[src/rtl/seven_seg_scan.sv]
// seven_seg_scan: frame-synchronous 4-digit common-anode scanner with dead-time blanking and 16-level brightness
//   clk, rst        : clock, synchronous active-high reset
//   seg_in[27:0]    : four packed 7-bit active-low digit patterns (digit k at [7k+6:7k])
//   en              : display enable, 0 blanks the outputs
//   bright[3:0]     : brightness, lit in bright of every 16 frames (15 = always)
//   an[3:0]         : active-low anode enables, one low at a time
//   cath[6:0]       : active-low shared cathode bus
//   frame_done      : one-cycle pulse after each frame boundary
module seven_seg_scan #(
  parameter int DIV  = 100000,
  parameter int DEAD = 1000,
  parameter int CW   = 17
) (
  input  logic        clk,
  input  logic        rst,
  input  logic [27:0] seg_in,
  input  logic        en,
  input  logic [3:0]  bright,
  output logic [3:0]  an,
  output logic [6:0]  cath,
  output logic        frame_done
);
  logic [CW-1:0] cnt_q, cnt_d;
  logic [1:0]    d_q, d_d;
  logic [3:0]    fc_q, bright_q, an_q, an_d;
  logic [27:0]   shadow_q;
  logic [6:0]    cath_q, cath_d;
  logic          frame_done_q, wrap, fb, lit;
  always_comb begin
    wrap   = cnt_q == CW'(DIV - 1);
    fb     = wrap && d_q == 2'd3;
    cnt_d  = wrap ? '0 : cnt_q + 1'b1;
    d_d    = wrap ? d_q + 2'd1 : d_q;
    // frame counter below bright_q gives bright_q lit frames out of 16
    lit    = en && cnt_q >= CW'(DEAD) && (bright_q == 4'hF || fc_q < bright_q);
    an_d   = lit ? ~(4'b0001 << d_q) : 4'hF;
    cath_d = lit ? shadow_q[7*d_q +: 7] : 7'h7F;
  end
  // anode and cathode are registered together so a digit never sees its neighbour's pattern
  always_ff @(posedge clk) begin
    if (rst) begin
      cnt_q        <= '0;
      d_q          <= '0;
      fc_q         <= '0;
      shadow_q     <= '1;
      bright_q     <= '0;
      an_q         <= 4'hF;
      cath_q       <= 7'h7F;
      frame_done_q <= 1'b0;
    end else begin
      cnt_q        <= cnt_d;
      d_q          <= d_d;
      an_q         <= an_d;
      cath_q       <= cath_d;
      frame_done_q <= fb;
      if (fb) begin
        shadow_q <= seg_in;
        bright_q <= bright;
        fc_q     <= fc_q + 4'd1;
      end
    end
  end
  assign an         = an_q;
  assign cath       = cath_q;
  assign frame_done = frame_done_q;
endmodule

[config.mk]
export PLATFORM = sky130hd
export DESIGN_NAME = seven_seg_scan
export DESIGN_NICKNAME = d
export VERILOG_FILES = /design/src/rtl/seven_seg_scan.sv
export SDC_FILE = /design/constraint.sdc
export NUM_CORES = 1
export LEC_CHECK = 0
export ABC_AREA = 0
export ABC_CLOCK_PERIOD_IN_PS = 2700
export CAP_MARGIN = 5
export CORE_UTILIZATION = 30
export CTS_CLUSTER_SIZE = 40
export DETAILED_ROUTE_END_ITERATION = 8
export MAX_ROUTING_LAYER = met4
export PLACE_DENSITY = 0.51
export SYNTH_ARGS = -nofsm -noshare
export SYNTH_HDL_FRONTEND = slang
export SYNTH_SLANG_ARGS = --single-unit
[constraint.sdc]
create_clock -name clk -period 2.7 [get_ports clk]
set_clock_uncertainty 0.05 [all_clocks]
set_input_delay 0.675 -clock clk [delete_from_list [all_inputs] [get_ports clk]]
set_output_delay 0.675 -clock clk [all_outputs]
set_load 0.02 [all_outputs]
==> impl_summary.txt <==
----------------------------------------------------
[Global routing]
  Antenna violations before repair ... 0
  Via count of the first global-routing pass ... 2,164
  Wire length of the first global-routing pass ... around 11,000 um
  Aggregate global routing overflow ... 0
  Overall global routing resource usage ... between 10% and 20%
  Largest net degree at the start of global routing ... 38

[Outcome]
  Outcome ... completed

[Finish]
  Layout cells sized above 1 ... 11.1%
  Area growth, synth to finish ... 25.7%
  Fin nets ... about 380
  Diodes inserted ... 0
  Fill cells ... between 1,000 and 1,500

[Die]
  Initial Util ... between 30% and 40%
  Vert. Die Dim ... slightly above 100 um
  Std cell rows ... 36
  Die footprint ... ~11,000 um^2
  Core Footprint ... around 9800 um^2
  Die outline width ... about 100 um
  Number of top-level design ports ... 47

[Worst setup path]
  Reg2Reg Launch Point ... cnt_q[0]
  Critical path, cell by cell ... ha_1 > nand4_4 > nand4bb_1 > or4_1 > a21oi_1
  Maximum fanout encountered on the critical timing path ... 8
  CP delay by family, top ... simple AND/OR/NAND/NOR gates
  Max stage delay on crit path ... between 0.5 and 0.6 ns
  Nature of the critical path endpoint ... register
  Bufs and invs on worst path ... 0
  Critical path startpoint ... cnt_q[0]
  Required time of the critical path ... 2.92 ns
  Critical Path AT ... ~2.3 ns
  Nature of the critical path startpoint ... register
  Slowest cell on the critical path ... sky130_fd_sc_hd__or4_1
  Startpoint-to-endpoint class of the critical path ... register to register

[Clock tree]
  Clock input transition at the sequential cells of the worst setup and hold paths ... approximately 0.080 ns
  TritonCTS clock tree ... done
  Number of buffers added by the clock tree synthesis step ... 9
  Clock network latency to the later pin of the worst-skew pair ... about 0.34 ns
  H-tree depth reported by CTS ... 3
  CTS sink cnt ... between 60 and 70
  Post-CTS Setup Repair Bufs ... 0
  Root buf cell ... sky130_fd_sc_hd__clkbuf_8
  Bufs on Longest Clock Path ... 2
  Cts repair resizes ... 0
  Hold buffer count at cts ... 0

[Yosys]
  Number of distinct library cells after synthesis ... 39
  Async set-or-reset flop fraction in the synthesized netlist ... 0%
  Synth Cell Area ... between 3000 and 4000 um^2
  Count of mapped cells out of synthesis ... about 300
  Number of nets produced by synthesis ... between 300 and 400
  Most used flip-flop cell after synthesis ... sky130_fd_sc_hd__dfxtp_1
  Most frequent cell after synthesis ... sky130_fd_sc_hd__dfxtp_1
  Cell taking the most area after synthesis ... sky130_fd_sc_hd__dfxtp_1
  Total of warnings raised by yosys ... 0
  Most instantiated cells after synthesis ... 67 x sky130_fd_sc_hd__dfxtp_1, 28 x sky130_fd_sc_hd__a211o_1, 28 x sky130_fd_sc_hd__and4_1
  Number of enable flip-flop cells after synthesis ... 0
  Proportion of synthesized chip area in sequential cells ... 44.1%
  Number of storage elements in the synthesis netlist ... 67
  Area contributors post-synth ... sky130_fd_sc_hd__dfxtp_1 44%, sky130_fd_sc_hd__a211o_1 8.1%, sky130_fd_sc_hd__and4_1 8.1%
  Yosys top cell area share ... approximately 44%
  Synthesized area per cell ... ~10 um^2

[STA]
  Transition at the pin with the smallest max-transition slack ... roughly 0.48 ns
  Hold Vio Cnt, Final ... 0
  Setup tns final ... 0 ns
  RSZ-0062 raised after global routing ... no
  Worst hold margin ... roughly 0.42 ns
  Setup-violating endpoint count in the final report ... 0
  Final Critical Period ... ~2.1 ns
  Worst max-slew margin expressed relative to the limit ... between 60% and 70%
  Period utilisation layout ... between 70% and 80%
  Fmax ... 481 MHz
  Final Slew Violations ... 0

[Detailed routing]
  Mean routed wirelength per cell ... between 10 and 15 um
  Drt pass-1 iters ... 4
  Uppermost signal routing layer after detailed routing ... met4
  Drt first-iter violations ... 50
  Wire length after detailed routing ... 6990 um
  Met3 layer wire length in the routed design ... approximately 260 um
  Via count ... about 2,400
  Met1 Routed Length ... 3600 um
  Wire length on met2 ... 3090 um
  Post-detailed-route count of antenna-violating nets ... 0
  Average via count per standard cell ... about 5
  DRC ... 0

[Flow run]
  Number of maximum-capacitance constraint violations ... 0

[Placed design]
  Half-perimeter wire length after detailed placement ... 4690 um
  Placer congestion estimate ... slightly below 0.8
  Number of I/O port buffers ... 46

[Power and ir drop]
  Leakage power ... about 1.3 nW
  Worst supply voltage drop on vdd ... 0.183 mV
  Design Power ... 1.96 mW
  Cell area power density ... 512 nW/um^2

[Hold path]
  Type of the tightest min-delay check ... register to register
  Startpoint of the lowest-slack hold path ... shadow_q[10]

----------------------------------------------------
power by group:
group          switching [mW]  internal [mW]  total (mW)
Clock                   0.424          0.462       0.886
Combinational          0.0260         0.0490      0.0750
Sequential            0.00495          0.991       0.996
Total                   0.455           1.50        1.96
layout make-up:
class	count	area, um^2	share of cell area, %
Clock buffer	10	138	3.60
Clock inverter	6	72.6	1.90
Inverter	13	48.8	1.28
Multi-Input combinational cell	192	1530	40.0
Sequential cell	67	1340	35.1
Tap cell	133	166	4.35
Timing Repair Buffer	55	528	13.8
routing by layer:
metal,GRT usage [%],vias to the layer above
met2,20.6,38
met4,4.29,0
met1,20.8,1146
met3,3.80,2
li1,-,1183
met5,-,-
metrics by stage:
stage	util [%]	std cells	cell area [um^2]	setup WS (ns)
after global routing	38.9	476	3820	0.465
after detailed placement	36.8	460	3610	0.607
after global placement	36.8	460	3610	0.667
final	38.9	476	3820	0.623
after floorplan	-	297	3040	0.736
after CTS	38.9	476	3820	0.609
kinds of logic (layout without fill, tap and decap cells):
kind of cell	after synthesis	after routing	synth area share [%]
AOI/OAI and AO/OA	51	51	12.7
xor gates and xnor gates	15	15	4.32
adders and majority gates	10	10	4.11
buffers and inverters	38	84	5.67
DFF	67	67	44.1
muxes	8	8	5.51
and+or+nand+nor	108	108	23.6
registers in the layout, summed over array words and instances, names as in the netlist:
| register | count |
|---|---|
| fc_q | 4 |
| shadow_q | 28 |
| an | 4 |
| d_q | 2 |
| frame_done | 1 |
| cath | 7 |
| bright_q | 4 |
| cnt_q | 17 |
worst register-to-register path: stages, from the launching register on:
cell and delay [ns]:
sky130_fd_sc_hd__dfxtp_1 0.40, sky130_fd_sc_hd__ha_1 0.27, sky130_fd_sc_hd__nand4_4 0.18, sky130_fd_sc_hd__nand4bb_1 0.42, sky130_fd_sc_hd__or4_1 0.56, sky130_fd_sc_hd__a21oi_1 0.14
placed cells by master (no fill, tap or decap), types with 2 or more instances in the layout:
cell type and count:
sky130_fd_sc_hd__a211o_1 28, sky130_fd_sc_hd__nand4b_1 2, sky130_fd_sc_hd__inv_1 13, sky130_fd_sc_hd__inv_6 2, sky130_fd_sc_hd__clkinv_4 2, sky130_fd_sc_hd__mux4_2 7
sky130_fd_sc_hd__o21ai_0 8, sky130_fd_sc_hd__nand2_1 8, sky130_fd_sc_hd__ha_1 10, sky130_fd_sc_hd__clkdlybuf4s50_1 46, sky130_fd_sc_hd__o31ai_1 3, sky130_fd_sc_hd__buf_4 9
sky130_fd_sc_hd__nor2_1 24, sky130_fd_sc_hd__and4_1 28, sky130_fd_sc_hd__or4_1 3, sky130_fd_sc_hd__xor2_1 2, sky130_fd_sc_hd__nand4_1 7, sky130_fd_sc_hd__nor4_1 5
sky130_fd_sc_hd__clkbuf_8 10, sky130_fd_sc_hd__xnor2_1 13, sky130_fd_sc_hd__nand2b_1 8, sky130_fd_sc_hd__nor3_1 6, sky130_fd_sc_hd__dfxtp_1 67, sky130_fd_sc_hd__a21oi_1 9
sky130_fd_sc_hd__nand3_1 7
worst paths after layout:
| check | end | slack, ns | cells past startpoint |
|---|---|---|---|
| min reg2reg | shadow_q[10] | 0.42 | 1 |
| max reg2reg | fc_q[3] | 0.62 | 5 |
| max | fc_q[3] | 0.62 | 5 |
| min | shadow_q[10] | 0.42 | 1 |
No activity file was read; power rests on OpenSTA's default activity.
